**config.mk**
```make
export PLATFORM = sky130hd
export DESIGN_NAME = hdmi_timing_gen
export DESIGN_NICKNAME = d
export VERILOG_FILES = /design/src/rtl/video_timing_pkg.sv /design/src/rtl/timing_axis_cnt.sv /design/src/rtl/hdmi_timing_gen.sv
export SDC_FILE = /design/constraint.sdc
export NUM_CORES = 1
export LEC_CHECK = 0
export BUFFER_PORTS_ARGS = -buffer_cell sky130_fd_sc_hd__buf_2
export CAP_MARGIN = 20
export CORE_MARGIN = 2
export CORE_UTILIZATION = 40
export CTS_CLUSTER_DIAMETER = 50
export DETAILED_ROUTE_END_ITERATION = 7
export SLEW_MARGIN = 10
export SYNTH_ARGS = -nofsm -noshare
export SYNTH_HDL_FRONTEND = slang
export SYNTH_SLANG_ARGS = --single-unit
```
**constraint.sdc**
```tcl
create_clock -name clk -period 2.8 [get_ports clk]
set_clock_uncertainty 0.05 [all_clocks]
set_input_delay 0.14 -clock clk [delete_from_list [all_inputs] [get_ports clk]]
set_output_delay 0.14 -clock clk [all_outputs]
set_load 0.1 [all_outputs]
```
**src/rtl/video_timing_pkg.sv**
```systemverilog
// video_timing_pkg: shared coordinate width, standard timing sets and the registered raster record.
package video_timing_pkg;
  localparam int COORD_W = 11;
  localparam int MAX_TOT = 2 ** COORD_W;
  localparam int T720_H_ACTIVE = 1280;
  localparam int T720_H_FP     = 110;
  localparam int T720_H_SYNC   = 40;
  localparam int T720_H_BP     = 220;
  localparam int T720_V_ACTIVE = 720;
  localparam int T720_V_FP     = 5;
  localparam int T720_V_SYNC   = 5;
  localparam int T720_V_BP     = 20;
  localparam int T480_H_ACTIVE = 640;
  localparam int T480_H_FP     = 16;
  localparam int T480_H_SYNC   = 96;
  localparam int T480_H_BP     = 48;
  localparam int T480_V_ACTIVE = 480;
  localparam int T480_V_FP     = 10;
  localparam int T480_V_SYNC   = 2;
  localparam int T480_V_BP     = 33;
  typedef struct packed {
    logic               de;
    logic               hs;
    logic               vs;
    logic [COORD_W-1:0] x;
    logic [COORD_W-1:0] y;
  } timing_t;
  function automatic int axis_total(int active, int fp, int sync, int bp);
    return active + fp + sync + bp;
  endfunction
endpackage

```
**src/rtl/timing_axis_cnt.sv**
```systemverilog
// timing_axis_cnt: one raster axis counter with active-region and sync-window decode.
module timing_axis_cnt
  import video_timing_pkg::*;
#(
  parameter int ACTIVE = T720_H_ACTIVE,
  parameter int FP     = T720_H_FP,
  parameter int SYNC   = T720_H_SYNC,
  parameter int BP     = T720_H_BP,
  parameter int POL    = 1
) (
  input  logic               clk,
  input  logic               reset,
  input  logic               inc,
  output logic [COORD_W-1:0] cnt,
  output logic               wrap,
  output logic               active,
  output logic               sync
);
  localparam int   TOT     = axis_total(ACTIVE, FP, SYNC, BP);
  localparam int   SYNC_S  = ACTIVE + FP;
  localparam int   SYNC_E  = ACTIVE + FP + SYNC;
  localparam logic SYNC_ON = 1'(POL);
  if (TOT > MAX_TOT) begin : g_tot_chk
    $error("timing_axis_cnt: axis total %0d exceeds %0d", TOT, MAX_TOT);
  end
  logic [COORD_W-1:0] cnt_q, cnt_d;
  always_comb begin
    wrap   = inc && (int'(cnt_q) == TOT - 1);
    cnt_d  = wrap ? '0 : inc ? cnt_q + 1'b1 : cnt_q;
    active = int'(cnt_q) < ACTIVE;
    sync   = (int'(cnt_q) >= SYNC_S && int'(cnt_q) < SYNC_E) ? SYNC_ON : !SYNC_ON;
  end
  always_ff @(posedge clk) cnt_q <= reset ? '0 : cnt_d;
  assign cnt = cnt_q;
endmodule

```
**src/rtl/hdmi_timing_gen.sv**
```systemverilog
// hdmi_timing_gen: free-running raster timing with registered DE/sync/coordinates and
// line/frame start pulses that fire once per decoded position, never while en holds.
module hdmi_timing_gen
  import video_timing_pkg::*;
#(
  parameter int H_ACTIVE = T720_H_ACTIVE,
  parameter int H_FP     = T720_H_FP,
  parameter int H_SYNC   = T720_H_SYNC,
  parameter int H_BP     = T720_H_BP,
  parameter int V_ACTIVE = T720_V_ACTIVE,
  parameter int V_FP     = T720_V_FP,
  parameter int V_SYNC   = T720_V_SYNC,
  parameter int V_BP     = T720_V_BP,
  parameter int HS_POL   = 1,
  parameter int VS_POL   = 1
) (
  input  logic               clk,
  input  logic               reset,
  input  logic               en,
  output logic               DE,
  output logic               hdmi_h_sync,
  output logic               hdmi_v_sync,
  output logic [COORD_W-1:0] x_pixel,
  output logic [COORD_W-1:0] y_pixel,
  output logic               line_start,
  output logic               frame_start
);
  localparam timing_t TIM_RST = '{de: 1'b0, hs: !1'(HS_POL), vs: !1'(VS_POL), x: '0, y: '0};
  logic [COORD_W-1:0] h_cnt, v_cnt;
  logic               h_wrap, h_act, v_act, h_sync, v_sync;
  timing_t            tim_d, tim_q;
  logic               ls_d, ls_q, fs_d, fs_q;
  timing_axis_cnt #(.ACTIVE(H_ACTIVE), .FP(H_FP), .SYNC(H_SYNC), .BP(H_BP), .POL(HS_POL)) u_h (
    .clk(clk), .reset(reset), .inc(en),
    .cnt(h_cnt), .wrap(h_wrap), .active(h_act), .sync(h_sync)
  );
  timing_axis_cnt #(.ACTIVE(V_ACTIVE), .FP(V_FP), .SYNC(V_SYNC), .BP(V_BP), .POL(VS_POL)) u_v (
    .clk(clk), .reset(reset), .inc(en & h_wrap),
    .cnt(v_cnt), .wrap(), .active(v_act), .sync(v_sync)
  );
  always_comb begin
    tim_d.de = h_act && v_act;
    tim_d.hs = h_sync;
    tim_d.vs = v_sync;
    tim_d.x  = tim_d.de ? h_cnt : '0;
    tim_d.y  = tim_d.de ? v_cnt : '0;
    ls_d     = tim_d.de && h_cnt == '0;
    fs_d     = ls_d && v_cnt == '0;
  end
  // pulses are gated by en so a frozen raster cannot repeat them
  always_ff @(posedge clk) begin
    if (reset) begin
      tim_q <= TIM_RST;
      ls_q  <= 1'b0;
      fs_q  <= 1'b0;
    end else begin
      if (en) tim_q <= tim_d;
      ls_q <= en && ls_d;
      fs_q <= en && fs_d;
    end
  end
  assign DE          = tim_q.de;
  assign hdmi_h_sync = tim_q.hs;
  assign hdmi_v_sync = tim_q.vs;
  assign x_pixel     = tim_q.x;
  assign y_pixel     = tim_q.y;
  assign line_start  = ls_q;
  assign frame_start = fs_q;
endmodule

```
==> results of run 1 <==
[cell families after synthesis]
| family | share of synthesized area |
|---|---|
| adders and majority gates | 0.0351 |
| AOI/OAI and AO/OA | 0.176 |
| muxes | 0.00936 |
| xor gates and xnor gates | 0.0491 |
| and+or+nand+nor | 0.219 |
| DFF | 0.458 |
| buffers and inverters | 0.0532 |
[placed cells by master (no fill, tap or decap), types with 4 or more instances in the layout]
cell type and instances:
nor3_1 7, inv_1 9, nor2_1 23, a22o_1 20, xnor2_1 8, xor2_1 4
o21ai_0 5, nand4_1 6, nor4_1 4, ha_1 6, dfxtp_1 49, nand2_1 12
clkbuf_8 6, a21oi_1 9, nand3_1 8, or3_1 4, buf_2 29
[registers in the layout (all words and copies together) (netlist names)]
signal and cells:
y_pixel 11, x_pixel 11, DE 1, u_v.cnt 11
hdmi_h_sync 1, u_h.cnt 11, frame_start 1, hdmi_v_sync 1
line_start 1
[power by group]
group / internal (mW) / leakage [nW] / total (mW) / switching, mW
logic: 0.0215 / 0.499 / 0.0890 / 0.0675
clock network: 0.291 / 0.0574 / 0.533 / 0.243
registers: 0.704 / 0.396 / 0.713 / 0.00921
total: 1.02 / 0.952 / 1.34 / 0.319
[synthesized netlist by cell type (2+ instances only)]
master,number
nand4_1,6
a22o_1,20
or4_1,2
nor4_1,4
a21oi_1,9
nand3_1,8
or4_4,3
or3_1,4
o21ai_0,5
a311oi_1,2
xor2_1,4
buf_6,2
inv_1,9
nor2_1,23
clkbuf_1,13
o21a_1,2
dfxtp_1,49
nand2_1,12
nand2b_1,3
mux2i_1,2
xnor2_1,8
and3_1,2
and2_1,2
a21o_1,2
ha_1,6
nor2b_1,2
or4b_1,2
nor3_1,8
[worst max-delay path: cells and delay by family, from the launching register on]
kind,cells,cell delay [ns]
flops,1,0.39
compound gates,1,0.15
simple gates,3,1.66
[final cells by class]
class / count / area (um^2)
tap: 70 / 87.6
timing repair buffer: 32 / 168
multi-input combinational: 156 / 1050
fill: 518 / 2700
clock buffer: 6 / 82.6
sequential: 49 / 981
inverter: 9 / 33.8
clock inverter: 2 / 37.5
[metal layers]
metal | up-vias | track usage | wire length [um]
met2 | 40 | 0.256 | 1920
met5 | - | 0 | 0
met1 | 782 | 0.231 | 2430
li1 | 876 | - | -
met3 | 8 | 0.0341 | 258
met4 | 0 | 0.0750 | 69
[worst max path at each step]
stage | slack (ns) | end
floorplan | 0.52 | u_v.cnt[9]
global placement | 0.55 | u_v.cnt[9]
detailed placement | 0.53 | u_v.cnt[7]
CTS | 0.51 | u_v.cnt[7]
global route | 0.33 | u_v.cnt[7]
finish | 0.50 | u_v.cnt[7]
==> results.md, run 1 <==
* R2R Path Start: u_h.cnt[3]
* Largest net degree at the start of global routing at 24
* Share of post-route cells with drive strength above 1 at 0.185
* Gate count of the mapped netlist at 231
* CP dominant cell by count: or4_4
* Kind of capture point of the worst setup path: register
* Transition at the pin with the smallest max-transition slack at 0.561 ns
* Worst setup slack after placement at 0.534 ns
* Peak supply drop at 0.000197 V
* Clock buffers created by TritonCTS at 5
* Post-CTS Setup Repair Bufs at 0
* Dominant cells by area after synthesis: dfxtp_1, a22o_1, nor2_1, ha_1, xnor2_1
* I/O pin count at 30
* Maximum fanout along the worst path at 7
* Final Hold Viols at 0
* Antenna Cells at 0
* Number of cells traversed by the worst register-to-register path at 4
* Largest area contributor in the netlist: dfxtp_1
* Slowest cell on the critical path: or4_4
* Period utilisation layout at 0.823
* Area added between synthesis and finish at 14.0%
* Residual DRC at 0
* Die H at 77.1 um
* Setup repair after global routing missed its margin: no
* Half-perimeter wire length of the detailed placement result at 3230 um
* Power density of the placed cells at 547 nW/um^2
* Mean routed wirelength per cell at 14.4 um
* Overall power of the completed layout at 1.34 mW
* Number of hold-repair buffers added at the cts stage at 0
* # resized after CTS at 0
* Peak Freq at 434 MHz
* Cell Count Post-Placement at 316
* Final-layout setup total negative slack at 0 ns
* Critical Path RT at 2.99 ns
* Remaining global-route overflow at 0
* Clock Tree Root: clkbuf_8
* Post-route minimum period at 2.30 ns
* Static leakage at 0.952 nW
* Count of clock tree sinks at 49
* Synthesized area per cell at 9.26 um^2
* Number of pins exceeding their max-slew limit in the final report at 0
* Maximum single-stage delay on the critical path at 0.60 ns
* TritonCTS clock tree: built
* Post-route antenna net violation count at 0
* Register bit total from synthesis at 49
* Number of iterations in the first detailed-routing pass at 4
* Aggregate routed wire length at 4680 um
* Final Util at 0.475
* Finished layout cell area at 2440 um^2
* Hold/Removal Path Class: in2reg
* Final critical-path setup slack at 0.497 ns
* FF-to-FF setup slack at 0.50 ns
* Non-filler instance count after layout at 324
* Starting density of the core at 0.416
* Horizontal die dimension at 77.1 um
* Distinct cell type count after synthesis at 45
* Core footprint at 5140 um^2
* Setup Crit Path Kind: reg2reg
* Number of cell rows at 26
* Number of global-route vias before repair at 1624
* Post-Syn Area at 2140 um^2
* Port bufs at 29
* Crit path arrival time at 2.49 ns
* Run status: complete, no violations
* Sequential cell area fraction in the yosys report at 0.458
* CTS Buffer Depth at 2
* H-tree depth at 2
* Synthesized Nets at 240
* Synth Flop Type: dfxtp_1
* Total Die Area at 5950 um^2
* Smallest hold slack at 0.0931 ns
* First-pass GRT wire length at 7940 um
* Total of max-cap violations at 0
* Total Routing Usage GR at 0.169
* Post-CTS clock slew at the launch and capture registers of the worst setup and hold paths at 0.09 ns
* Top cell type's share of synthesized area at 0.458
* List of cells traversed by the critical path: or4_4, or4_4, or4b_1, a21oi_1
* Routed via count at 1706
* Min-Delay Endpoint: hdmi_v_sync
* Insertion delay of the later-clocked pin in the worst-skew pair at 0.30 ns
* Final count of negative-setup-slack endpoints at 0
* Min-Delay Startpoint: reset
* Critical path launch point: u_h.cnt[3]
* Placer Congestion at 0.832
* Async S/R FF share, synth at 0
* Count of flip-flops with a built-in enable after synthesis at 0
* Worst flop-to-flop path endpoint: u_v.cnt[7]
* Startpoint type of the worst setup path: register
* Detail-routed via count per cell at 5.27
* Net count reported at finish at 262
* Area after detailed placement at 2320 um^2
* Yosys Warn Count at 0
* Number of DRC markers in iteration 0 at 93
* Antenna violations before repair at 0
* Number of stages on the worst hold path at 2
* Headroom to the max-slew limit at 0.624
Power figures use the tool's default switching activity.
==> inputs of run 2 (changes only) <==
clock period = 1.9 ns   (was 2.8 ns; I/O delays follow)
==> results.md, run 2 (same netlist as run 1, synthesis figures left out) <==
* Run status: finished with violations
* Violated checks: negative setup slack
* Post-route minimum period at 2.08 ns
* Worst setup slack after placement at -0.148 ns
* Total Die Area at 5950 um^2
* Peak Freq at 480 MHz
* H-tree depth at 2
* Reported net switching power at 0.454 mW
* Routed via count at 1804
* Final-layout setup total negative slack at -0.767 ns
* Net count reported at finish at 292
* Antenna violations before repair at 0
* Placer Congestion at 0.803
* Peak supply drop at 0.000234 V
* Post-route antenna net violation count at 0
* Multi-input gate area at 1100 um^2
* Die H at 77.1 um
* Core footprint at 5140 um^2
* TritonCTS clock tree: built
* I/O pin count at 30
* Total of max-cap violations at 0
* Number of global-route vias before repair at 1583
* Number of pins exceeding their max-slew limit in the final report at 0
* Power density of the placed cells at 709 nW/um^2
* Crit path arrival time at 2.27 ns
* Worst flop-to-flop path endpoint: u_v.cnt[7]
* Mean routed wirelength per cell at 13.9 um
* Worst setup path endpoint: u_v.cnt[7]
* Insertion delay of the later-clocked pin in the worst-skew pair at 0.30 ns
* Final Hold Viols at 0
* Number of hold-repair buffers added at the cts stage at 0
* Remaining global-route overflow at 0
* Number of cell rows at 26
* Clock Tree Root: clkbuf_8
* Detail-routed via count per cell at 5.11
* R2R Path Start: u_h.cnt[3]
* Number of cells traversed by the worst register-to-register path at 4
* Area added between synthesis and finish at 27.0%
* Maximum fanout along the worst path at 6
* Largest net degree at the start of global routing at 23
* Most common library cell in the layout ignoring fill and taps: dfxtp_1
* Headroom to the max-slew limit at 0.672
* Startpoint type of the worst setup path: register
* Critical Path RT at 2.09 ns
* Kind of capture point of the worst setup path: register
* CTS Buffer Depth at 2
* Clock buffers created by TritonCTS at 5
* Fillers at 501
* Highest-count cells in the layout ignoring fill and taps: dfxtp_1, buf_4, buf_2
* Final critical-path setup slack at -0.182 ns
* Cell Count Post-Placement at 345
* Post-CTS clock slew at the launch and capture registers of the worst setup and hold paths at 0.09 ns
* Non-filler instance count after layout at 353
* Static leakage at 1.12 nW
* Antenna Cells at 0
* Setup repair after global routing missed its margin: yes
* Storage cell area at 985 um^2
* Share of power burned in registers at 0.542
* Half-perimeter wire length of the detailed placement result at 3530 um
* Switching Fraction at 0.235
* Part of the power in the clock network at 0.372
* Total Routing Usage GR at 0.168
* Residual DRC at 0
* Port bufs at 29
* Aggregate routed wire length at 4890 um
* Number of iterations in the first detailed-routing pass at 4
* Setup Crit Path Kind: reg2reg
* Final count of negative-setup-slack endpoints at 8
* Count of clock tree sinks at 49
* Final Util at 0.528
* Critical path launch point: u_h.cnt[3]
* Horizontal die dimension at 77.1 um
* Cell Int Power at 1.47 mW
* Number of DRC markers in iteration 0 at 61
* FF-to-FF setup slack at -0.18 ns
* Number of stages on the worst hold path at 2
* Starting density of the core at 0.416
* Hold/Removal Path Class: in2reg
* Share of post-route cells with drive strength above 1 at 0.311
* Smallest hold slack at 0.0603 ns
* Share of total power in combinational logic at 0.085
* Transition at the pin with the smallest max-transition slack at 0.495 ns
* Period utilisation layout at 1.10
* First-pass GRT wire length at 7960 um
[run 2: cell count changes in the layout (fill, tap and decap cells not counted), moves of 2 or more]
cell,before,now
dfxtp_2,0,3
buf_4,3,30
or4b_4,0,2
nor2_2,0,2
dfxtp_1,49,46
a21oi_1,9,6
buf_6,0,3
a21oi_2,0,3
nor2_1,23,21
[run 2: how the worst min path moves through the flow]
stage / startpoint / to / slack, ns
floorplan: en / line_start / 0.26
global placement: reset / u_v.cnt[4] / 0.37
detailed placement: reset / u_v.cnt[4] / 0.36
CTS: reset / u_v.cnt[4] / 0.03
global route: reset / u_v.cnt[4] / 0.07
finish: reset / u_v.cnt[4] / 0.06
[run 2: cell type report]
| cell class | count | area share |
|---|---|---|
| inverter | 9 | 0.0124 |
| sequential | 49 | 0.363 |
| tap | 70 | 0.0322 |
| clock buffer | 5 | 0.0253 |
| timing repair buffer | 62 | 0.149 |
| clock inverter | 2 | 0.0129 |
| multi-input combinational | 156 | 0.406 |
[run 2: layer usage]
| layer | up-vias | part of all wire | GRT usage |
|---|---|---|---|
| met5 | - | 0 | 0 |
| met4 | 0 | 0.011 | 0.0482 |
| met3 | 6 | 0.041 | 0.0412 |
| met2 | 35 | 0.42 | 0.240 |
| met1 | 832 | 0.52 | 0.250 |
| li1 | 931 | - | - |
[run 2: metrics by stage]
stage,power [mW],cell area [um^2]
2_1_floorplan,1.18,2160
3_3_place_gp,1.22,2540
3_5_place_dp,1.22,2540
4_1_cts,1.94,2650
5_1_grt,2.00,2720
6_report,1.93,2720
[run 2: power by group through the flow]
stage / Combinational [mW] / Sequential [mW] / Clock [mW]
finish: 0.165 / 1.04 / 0.718
global route: 0.177 / 1.05 / 0.777
CTS: 0.158 / 1.04 / 0.736
detailed placement: 0.156 / 1.07 / 0
global placement: 0.155 / 1.07 / 0
floorplan: 0.0626 / 1.12 / 0
[run 2: timing repair]
item | 4_1_cts | 5_1_grt
pin swaps | 0 | 3
hold endpoints to repair | 0 | 0
setup buffers | 0 | 1
gates resized for setup | 2 | 14
setup endpoints to repair | 10 | 19
[run 2: worst max-delay path, stage by stage (launching register included)]
cell and delay, ns:
dfxtp_2 0.33, or4_4 0.56, or4_4 0.47, or4b_4 0.50, a21oi_2 0.11
==> inputs of run 3 (changes only) <==
CTS_BUF_LIST = sky130_fd_sc_hd__clkbuf_8   (was unset)
RECOVER_POWER = 100   (was unset)
==> results.md, run 3 (same netlist as run 1, synthesis figures left out) <==
* Clock buffers created by TritonCTS at 5
* Placer Congestion at 0.803
* First-pass GRT wire length at 7960 um
* Total of max-cap violations at 0
* Post-route minimum period at 2.08 ns
* Multi-input gate area at 1100 um^2
* Worst setup slack after placement at -0.148 ns
* Number of iterations in the first detailed-routing pass at 4
* Largest net degree at the start of global routing at 23
* Total Routing Usage GR at 0.168
* Kind of capture point of the worst setup path: register
* Reported net switching power at 0.453 mW
* Setup repair after global routing missed its margin: yes
* Port bufs at 29
* Net count reported at finish at 292
* Starting density of the core at 0.416
* Cell Count Post-Placement at 345
* Total Die Area at 5950 um^2
* Number of cell rows at 26
* H-tree depth at 2
* Final Hold Viols at 0
* I/O pin count at 30
* Startpoint type of the worst setup path: register
* Highest-count cells in the layout ignoring fill and taps: dfxtp_1, buf_4, nor2_1
* Critical Path RT at 2.09 ns
* Clock Tree Root: clkbuf_8
* Violated checks: negative setup slack
* Mean routed wirelength per cell at 14.0 um
* Smallest hold slack at 0.0668 ns
* Remaining global-route overflow at 0
* Final critical-path setup slack at -0.182 ns
* Antenna violations before repair at 0
* Setup Crit Path Kind: reg2reg
* Core footprint at 5140 um^2
* Post-CTS clock slew at the launch and capture registers of the worst setup and hold paths at 0.09 ns
* Storage cell area at 985 um^2
* Cell Int Power at 1.47 mW
* Die H at 77.1 um
* Residual DRC at 0
* Peak supply drop at 0.000234 V
* Crit path arrival time at 2.27 ns
* Detail-routed via count per cell at 5.09
* Fillers at 512
* Static leakage at 1.03 nW
* Antenna Cells at 0
* Final count of negative-setup-slack endpoints at 8
* TritonCTS clock tree: built
* Non-filler instance count after layout at 353
* Area after detailed placement at 2540 um^2
* Insertion delay of the later-clocked pin in the worst-skew pair at 0.30 ns
* Routed via count at 1796
* Count of clock tree sinks at 49
* Period utilisation layout at 1.10
* Aggregate routed wire length at 4940 um
* Half-perimeter wire length of the detailed placement result at 3530 um
* Horizontal die dimension at 77.1 um
* Power density of the placed cells at 717 nW/um^2
* Number of DRC markers in iteration 0 at 83
* Most common library cell in the layout ignoring fill and taps: dfxtp_1
* Hold/Removal Path Class: in2reg
* Maximum fanout along the worst path at 6
* Area added between synthesis and finish at 25.4%
* Number of pins exceeding their max-slew limit in the final report at 0
* Run status: finished with violations
* Switching Fraction at 0.236
* Transition at the pin with the smallest max-transition slack at 1.17 ns
* Share of total power in combinational logic at 0.084
* Share of power burned in registers at 0.543
* CTS Buffer Depth at 2
* Peak Freq at 480 MHz
* Post-route antenna net violation count at 0
* Number of global-route vias before repair at 1583
* Share of post-route cells with drive strength above 1 at 0.254
* Headroom to the max-slew limit at 0.222
* Finished layout cell area at 2680 um^2
* Part of the power in the clock network at 0.372
## run 3: changes by cell type in the layout (fill, tap and decap cells not counted)
cell | previous run | this run
clkbuf_2 | 0 | 15
clkbuf_1 | 0 | 16
buf_2 | 29 | 3
buf_4 | 30 | 25
## run 3: worst max-delay path, cell delays in order (launching register included)
cell and delay, ns:
dfxtp_2 0.33, or4_4 0.56, or4_4 0.47, or4b_4 0.50
a21oi_2 0.11
## run 3: cell type report
type	instances	area share
clock buffers	5	0.0256
clock inverters	2	0.0131
inverters	9	0.0126
multi-input cells	156	0.411
flip-flops and latches	49	0.367
well taps	70	0.0326
repair buffers	62	0.138
## run 3: power by group through the flow
| stage | combinational, mW | sequential (mW) | clock (mW) |
|---|---|---|---|
| 2_1_floorplan | 0.0626 | 1.12 | 0 |
| 3_3_place_gp | 0.155 | 1.07 | 0 |
| 3_5_place_dp | 0.156 | 1.07 | 0 |
| 4_1_cts | 0.158 | 1.04 | 0.736 |
| 5_1_grt | 0.173 | 1.05 | 0.777 |
| 6_report | 0.162 | 1.05 | 0.716 |
## run 3: final timing paths
kind | endpoint | cells after the start | startpoint | slack [ns]
setup / recovery | u_v.cnt[7] | 4 | u_h.cnt[3] | -0.18
hold / removal | u_v.cnt[4] | 2 | reset | 0.07
hold reg to reg | DE | 1 | DE | 0.42
setup reg to reg | u_v.cnt[7] | 4 | u_h.cnt[3] | -0.18
## run 3: stage by stage
stage               TNS, ns  power, mW   util
detailed placement   -0.892       1.22  0.495
finish               -0.765       1.92  0.522
CTS                  -0.934       1.94  0.516
floorplan             -3.21       1.18      -
global placement     -0.666       1.22  0.495
global route          -1.93       2.00  0.522
## run 3: repair_timing
item	4_1_cts	5_1_grt
gates resized for setup	2	14
setup buffers	0	1
endpoints found under the hold margin	0	0
setup endpoints to repair	10	19
hold buffers	0	0
pin swaps	0	3
## run 3: layer usage
| metal | vias to the layer above | global-route usage | part of all wire |
|---|---|---|---|
| li1 | 934 | - | - |
| met1 | 816 | 0.250 | 0.53 |
| met2 | 40 | 0.240 | 0.42 |
| met3 | 6 | 0.0412 | 0.041 |
| met4 | 0 | 0.0482 | 0.011 |
| met5 | - | 0 | 0 |
